===== src/rtl/svm_pkg.sv =====
// Shared types and default sizing for the one-vs-one SVM vote controller.
package svm_pkg;

    localparam int INPUT_WIDTH_DEF  = 8;
    localparam int WEIGHT_WIDTH_DEF = 8;
    localparam int BIAS_WIDTH_DEF   = 16;
    localparam int N_CLASSES_DEF    = 10;
    localparam int N_FEATURES_DEF   = 16;
    localparam int N_PAIRS_DEF      = N_CLASSES_DEF * (N_CLASSES_DEF - 1) / 2;
    localparam int VOTE_W_DEF       = $clog2(N_CLASSES_DEF);

    typedef enum logic [1:0] {
        ST_IDLE,
        ST_RUN,
        ST_ARGMAX,
        ST_DONE
    } ovo_state_t;

endpackage


===== src/rtl/ovo_pair_seq.sv =====
// Pair counter walking (0,1),(0,2)..(N-2,N-1) with the class indices tracked
// incrementally instead of decoded from the pair number.
module ovo_pair_seq
    import svm_pkg::*;
#(
    parameter int N_CLASSES = N_CLASSES_DEF
) (
    input  logic                                      clk,
    input  logic                                      rst_n,
    input  logic                                      clear,
    input  logic                                      advance,
    output logic [$clog2(N_CLASSES*(N_CLASSES-1)/2)-1:0] p,
    output logic [$clog2(N_CLASSES)-1:0]              i,
    output logic [$clog2(N_CLASSES)-1:0]              j,
    output logic                                      last
);

    localparam int N_PAIRS = N_CLASSES * (N_CLASSES - 1) / 2;
    localparam int P_W     = $clog2(N_PAIRS);
    localparam int C_W     = $clog2(N_CLASSES);

    always_ff @(posedge clk) begin
        if (!rst_n || clear) begin
            p <= '0;
            i <= '0;
            j <= C_W'(1);
        end else if (advance) begin
            p <= p + P_W'(1);
            // End of a row: next pair starts at (i+1, i+2)
            if (j == C_W'(N_CLASSES - 1)) begin
                i <= i + C_W'(1);
                j <= i + C_W'(2);
            end else begin
                j <= j + C_W'(1);
            end
        end
    end

    assign last = (p == P_W'(N_PAIRS - 1));

endmodule


===== src/rtl/one_vs_one_vote_ctrl.sv =====
// Sequences a single binary SVM over every class pair, tallies the votes and
// reports the class with the most votes (lowest index wins a tie).
module one_vs_one_vote_ctrl
    import svm_pkg::*;
#(
    parameter int N_CLASSES   = N_CLASSES_DEF,
    parameter int N_features  = N_FEATURES_DEF,
    parameter int inputWidth  = INPUT_WIDTH_DEF,
    parameter int weightWidth = WEIGHT_WIDTH_DEF,
    parameter int biasWidth   = BIAS_WIDTH_DEF
) (
    input  logic                                        clk,
    input  logic                                        rst_n,
    input  logic                                        in_valid,
    output logic                                        in_ready,
    input  logic [inputWidth*N_features-1:0]            in_features,
    output logic [$clog2(N_CLASSES*(N_CLASSES-1)/2)-1:0] coef_addr_o,
    input  logic [weightWidth*N_features-1:0]           coef_weights_i,
    input  logic [biasWidth-1:0]                        coef_bias_i,
    output logic                                        svm_rst_n_o,
    output logic [weightWidth*N_features-1:0]           svm_weights_o,
    output logic [biasWidth-1:0]                        svm_bias_o,
    output logic [inputWidth*N_features-1:0]            svm_inputs_o,
    input  logic                                        svm_class_i,
    input  logic                                        svm_ready_i,
    output logic                                        out_valid,
    input  logic                                        out_ready,
    output logic [$clog2(N_CLASSES)-1:0]                out_class,
    output ovo_state_t                                  dbg_state
);

    localparam int N_PAIRS = N_CLASSES * (N_CLASSES - 1) / 2;
    localparam int P_W     = $clog2(N_PAIRS);
    localparam int C_W     = $clog2(N_CLASSES);
    localparam int VOTE_W  = C_W;

    // Handshakes: a transfer happens on a posedge where valid and ready are
    // both high; valid never depends on ready, and ready only on state.
    ovo_state_t state, state_next;

    logic [inputWidth*N_features-1:0] features_q;
    logic [VOTE_W-1:0]                votes [N_CLASSES];
    logic [C_W-1:0]                   scan_c;
    logic [C_W-1:0]                   best_c;
    logic [VOTE_W-1:0]                best_v;
    logic [C_W-1:0]                   out_class_q;

    logic [P_W-1:0] pair_p;
    logic [C_W-1:0] pair_i, pair_j;
    logic           pair_last;

    logic           accept, strobe, scan_last, scan_better;
    logic [C_W-1:0] win_c;

    assign accept      = (state == ST_IDLE) && in_valid;
    assign strobe      = (state == ST_RUN) && svm_ready_i;
    assign scan_last   = (scan_c == C_W'(N_CLASSES - 1));
    assign scan_better = (votes[scan_c] > best_v);
    assign win_c       = svm_class_i ? pair_j : pair_i;

    ovo_pair_seq #(
        .N_CLASSES(N_CLASSES)
    ) u_pair_seq (
        .clk    (clk),
        .rst_n  (rst_n),
        .clear  (accept),
        .advance(strobe && !pair_last),
        .p      (pair_p),
        .i      (pair_i),
        .j      (pair_j),
        .last   (pair_last)
    );

    always_ff @(posedge clk) begin
        if (!rst_n) begin
            state <= ST_IDLE;
        end else begin
            state <= state_next;
        end
    end

    always_comb begin
        state_next = state;
        case (state)
            ST_IDLE:   if (accept)                state_next = ST_RUN;
            ST_RUN:    if (strobe && pair_last)   state_next = ST_ARGMAX;
            ST_ARGMAX: if (scan_last)             state_next = ST_DONE;
            ST_DONE:   if (out_ready)             state_next = ST_IDLE;
            default:                              state_next = ST_IDLE;
        endcase
    end

    always_ff @(posedge clk) begin
        if (!rst_n) begin
            features_q  <= '0;
            scan_c      <= '0;
            best_c      <= '0;
            best_v      <= '0;
            out_class_q <= '0;
            for (int k = 0; k < N_CLASSES; k++) votes[k] <= '0;
        end else begin
            if (accept) begin
                features_q <= in_features;
                scan_c     <= '0;
                best_c     <= '0;
                best_v     <= '0;
                for (int k = 0; k < N_CLASSES; k++) votes[k] <= '0;
            end
            if (strobe) begin
                votes[win_c] <= votes[win_c] + VOTE_W'(1);
            end
            // Strictly-greater replacement keeps the lowest index on ties
            if (state == ST_ARGMAX) begin
                scan_c <= scan_c + C_W'(1);
                if (scan_better) begin
                    best_c <= scan_c;
                    best_v <= votes[scan_c];
                end
                if (scan_last) begin
                    out_class_q <= scan_better ? scan_c : best_c;
                end
            end
        end
    end

    assign in_ready      = (state == ST_IDLE);
    assign svm_rst_n_o   = (state == ST_RUN);
    assign coef_addr_o   = pair_p;
    assign svm_weights_o = coef_weights_i;
    assign svm_bias_o    = coef_bias_i;
    assign svm_inputs_o  = features_q;
    assign out_valid     = (state == ST_DONE);
    assign out_class     = out_class_q;
    assign dbg_state     = state;

endmodule


===== config.mk =====
export PLATFORM = sky130hd
export DESIGN_NAME = one_vs_one_vote_ctrl
export DESIGN_NICKNAME = d
export VERILOG_FILES = /design/src/rtl/svm_pkg.sv /design/src/rtl/ovo_pair_seq.sv /design/src/rtl/one_vs_one_vote_ctrl.sv
export SDC_FILE = /design/constraint.sdc
export NUM_CORES = 1
export LEC_CHECK = 0
export CAP_MARGIN = 20
export CORE_AREA = 2 2 217 219
export CTS_CLUSTER_DIAMETER = 60
export CTS_CLUSTER_SIZE = 10
export DETAILED_ROUTE_END_ITERATION = 12
export DIE_AREA = 0 0 219 221
export GPL_ROUTABILITY_DRIVEN = 0
export SYNTH_ARGS = -nofsm -noshare
export SYNTH_HDL_FRONTEND = slang
export SYNTH_SLANG_ARGS = --single-unit

===== constraint.sdc =====
create_clock -name clk -period 5.2 [get_ports clk]
set_input_delay 0.78 -clock clk [delete_from_list [all_inputs] [get_ports clk]]
set_output_delay 0.78 -clock clk [all_outputs]
set_load 0.03 [all_outputs]

==> results.cfg <==
[sta]
hold-worst-slack_ns = 0.4513
min_period_over_period_pct = 76.52
grt_setup_unrepaired = no
slew_headroom_pct = 35.21
final.setup_skew_ns = 0.01613
fmax_mhz = 251.3
setup_total_negative_slack_ns = 0
setup_slack_ns = 1.221
timing.final.max_slew_violations = 0
tightestPinTransition_ns = 0.9683
finalSetupViolations = 0
period_needed_ns = 3.979
finalHoldViolations = 0

[floorplan]
fp.dieH_um = 221
initial_core_util_pct = 23.32
die_w_um = 219
design.portCount = 565
placementRows = 79
die_area_um2 = 48400
core_area_um2 = 46060

[drt]
detailroute.via_count = 8771
drc = 0
detail_route.wirelength_mm = 38.46
average_vias_per_placed_instance = 4.609
first_pass_iters = 5
antenna_left = 0
initialDrtViolationCount = 605
post_drt_wl_per_cell_um = 20.21

[clock_tree]
clk_transition_reported_paths_ns = 0.06
clock-sinks = 228
library_cell_used_as_clock_root_buffer = sky130_fd_sc_hd__clkbuf_16
post_cts_hold_buffer_count = 0
cts.htree.levels = 1
ctsLongestPathBuffers = 3
tritoncts = built
tritoncts.num_buffers = 30
cts.repair.resized = 0
postCtsSetupRepairBufs = 0
clkLatencyLatePin_ns = 0.56

[yosys]
count_of_different_cell_masters_after_synthesis = 55
synth_area_leaders = sky130_fd_sc_hd__dfxtp_1 31%, sky130_fd_sc_hd__edfxtp_1 18%, sky130_fd_sc_hd__nand2_1 10%
yosysTopAreaCellShare_pct = 30.56
ys_seq_elements = 228
post-synth-top-area-cell = sky130_fd_sc_hd__dfxtp_1
mappedNetlistArea_um2 = 10740
syn-num-nets = 1467
syn-mean-instance-area_um2 = 9.165
asyncSetResetFlopFracSynth_pct = 0
yosys_most_used_dff = sky130_fd_sc_hd__dfxtp_1
synth_enable_flop_cells = 64
syn_inst = 1172
yosys_warnings = 0
synth-seq-area-share_pct = 48.46

[run_status]
run_status = finished clean

[critical_path]
crit_path_cell_trace = mux4_2 > mux4_2 > ha_1 > nor2b_1 > o21a_1 > o21a_1 > o211ai_1 > mux2i_1 > nor2_1
critical_path_required_ns = 5.61
timing.critical_path.slowest_stage_cell = sky130_fd_sc_hd__dfxtp_1
critPathArrivalTime_ns = 4.39
critical_path_class = flop to flop
critical-path-max-stage-delay_ns = 0.83
crit_path_end_kind = flop
start_kind = flop
maximum_net_fanout_on_the_critical_path = 12

[cells_and_area]
num-nets-final = 1574
antenna_cells_inserted = 0
finish.cell_count_without_fillers = 1903
fin_area_um2 = 13930
final_layout_size_suffix_gt1_share_pct = 7.562
area_growth_pct = 29.73

[grt]
first_global_vias = 8249
wire_length_of_the_first_global_routing_pass_mm = 54.46
globalRouteOverflowTotal = 0
grt_start_max_net_pins = 145
antenna_found_initial = 0
gr-usage-all-layers_pct = 14.96

[place]
post_dp_cell_area_um2 = 13020
placed_cells_incl_taps = 1854
place_hpwl_mm = 29.29
dp_worst_setup_slack_ns = 0.9124
quantity_of_i_o_buffers_inserted_on_ports = 276

[worst_hold_path]
timing.hold.worst.class = flop to flop

[job]
max_cap_violations = 0

[power]
total_leakage_power_nw = 4.883
irDropWorstVdd_mv = 0.2678
power_per_cell_area_nw_per_um2 = 437.9
## metal layers
metal  track usage (%)  share of wire (%)  vias to the layer above
met5             1.919               0.30                        -
met1             16.90                 38                     4145
met2             22.33                 43                      483
met4             4.555                2.9                        4
li1                  -                  -                     4072
met3             10.28                 16                       67
## worst paths after layout
kind,start,to,cells past startpoint,slack (ns)
worst max-delay path,flop,best_v[1],9,1.22
worst min-delay path,svm_inputs_o[15],svm_inputs_o[15],2,0.45
worst max register to register,flop,best_v[1],9,1.22
worst min register to register,svm_inputs_o[15],svm_inputs_o[15],2,0.45
## area by class of cell
| class | instances | area (um^2) |
|---|---|---|
| clock buffers | 43 | 850.8 |
| repair buffers | 285 | 2855 |
| multi-input cells | 716 | 4126 |
| flip-flops and latches | 228 | 5205 |
| inverters | 18 | 70.07 |
| well taps | 607 | 759.5 |
| clock inverters | 6 | 67.56 |
| fillers | 4771 | 32130 |
## where the power goes
group	leakage, nW	internal (mW)	switching (mW)
Sequential	1.99	2.10	0.175
Combinational	2.44	0.727	1.16
Clock	0.446	1.17	0.766
## synthesized netlist by cell type, types with 3 or more instances
master,n
sky130_fd_sc_hd__edfxtp_1,64
sky130_fd_sc_hd__nand3b_1,7
sky130_fd_sc_hd__mux4_2,28
sky130_fd_sc_hd__o2111ai_1,3
sky130_fd_sc_hd__nor3_2,9
sky130_fd_sc_hd__mux2i_1,10
sky130_fd_sc_hd__dfxtp_1,164
sky130_fd_sc_hd__clkbuf_1,58
sky130_fd_sc_hd__o21ai_0,24
sky130_fd_sc_hd__nor2b_1,3
sky130_fd_sc_hd__o22ai_1,3
sky130_fd_sc_hd__nand4_1,7
sky130_fd_sc_hd__or3_1,3
sky130_fd_sc_hd__o21a_1,5
sky130_fd_sc_hd__nand2_1,293
sky130_fd_sc_hd__ha_1,17
sky130_fd_sc_hd__xnor2_1,4
sky130_fd_sc_hd__and3b_1,5
sky130_fd_sc_hd__nand3_1,12
sky130_fd_sc_hd__inv_1,16
sky130_fd_sc_hd__or3b_2,3
sky130_fd_sc_hd__a41oi_1,4
sky130_fd_sc_hd__a211oi_1,3
sky130_fd_sc_hd__buf_4,145
sky130_fd_sc_hd__buf_2,4
sky130_fd_sc_hd__nor3b_1,5
sky130_fd_sc_hd__nor2_1,63
sky130_fd_sc_hd__nor3_1,9
sky130_fd_sc_hd__and3_1,4
sky130_fd_sc_hd__a21oi_1,157
sky130_fd_sc_hd__and2_1,4
sky130_fd_sc_hd__xor2_1,6
## kinds of logic after synthesis
| kind of cell | share of synthesized area [%] |
|---|---|
| compound gates | 10.90 |
| xor+xnor | 0.8153 |
| fa+ha+maj | 1.980 |
| buf+inv | 13.22 |
| flops | 48.46 |
| mux | 7.047 |
| simple gates | 17.58 |
## layout by cell type, fill, tap and decap left out, types with 3 or more instances in the layout
| cell type | count |
|---|---|
| sky130_fd_sc_hd__nor3_1 | 9 |
| sky130_fd_sc_hd__a41oi_1 | 4 |
| sky130_fd_sc_hd__xnor2_1 | 4 |
| sky130_fd_sc_hd__edfxtp_1 | 64 |
| sky130_fd_sc_hd__xor2_1 | 6 |
| sky130_fd_sc_hd__o2111ai_1 | 3 |
| sky130_fd_sc_hd__clkbuf_16 | 31 |
| sky130_fd_sc_hd__o21a_1 | 5 |
| sky130_fd_sc_hd__nor2_1 | 63 |
| sky130_fd_sc_hd__mux4_2 | 28 |
| sky130_fd_sc_hd__clkdlybuf4s50_1 | 276 |
| sky130_fd_sc_hd__nor3b_1 | 5 |
| sky130_fd_sc_hd__a211oi_1 | 3 |
| sky130_fd_sc_hd__clkbuf_8 | 3 |
| sky130_fd_sc_hd__nand4_1 | 7 |
| sky130_fd_sc_hd__ha_1 | 17 |
| sky130_fd_sc_hd__and2_1 | 3 |
| sky130_fd_sc_hd__buf_4 | 7 |
| sky130_fd_sc_hd__a21oi_1 | 157 |
| sky130_fd_sc_hd__o21ai_0 | 24 |
| sky130_fd_sc_hd__nand3_1 | 12 |
| sky130_fd_sc_hd__and3_1 | 4 |
| sky130_fd_sc_hd__inv_1 | 16 |
| sky130_fd_sc_hd__nor2b_1 | 3 |
| sky130_fd_sc_hd__or3_1 | 3 |
| sky130_fd_sc_hd__o22ai_1 | 3 |
| sky130_fd_sc_hd__and3b_1 | 5 |
| sky130_fd_sc_hd__inv_4 | 3 |
| sky130_fd_sc_hd__nand2_1 | 292 |
| sky130_fd_sc_hd__nor3_2 | 9 |
| sky130_fd_sc_hd__or3b_2 | 3 |
| sky130_fd_sc_hd__clkbuf_1 | 9 |
| sky130_fd_sc_hd__mux2i_1 | 10 |
| sky130_fd_sc_hd__dfxtp_1 | 164 |
| sky130_fd_sc_hd__nand3b_1 | 7 |
## through the flow
stage / utilization (%) / power (mW)
2_1_floorplan: - / 3.626
3_3_place_gp: 28.26 / 4.175
3_5_place_dp: 28.26 / 4.204
4_1_cts: 30.25 / 6.161
5_1_grt: 30.25 / 6.408
6_report: 30.25 / 6.101
## critical path, delay by kind of cell (launching register included)
kind            cells  cell delay (ns)
simple gates        2             0.19
flops               1             0.83
mux                 3             1.43
fa+ha+maj           1             0.31
compound gates      3             1.07
## flip-flops by register name, summed over array words and instances, names as in the netlist, named ones only
name	flops
svm_inputs_o	128
votes	64
u_pair_seq.p	6
best_c	4
best_v	4
out_class	4
scan_c	4
u_pair_seq.i	4
u_pair_seq.j	4
dbg_state	2
Power figures use the tool's default switching activity.
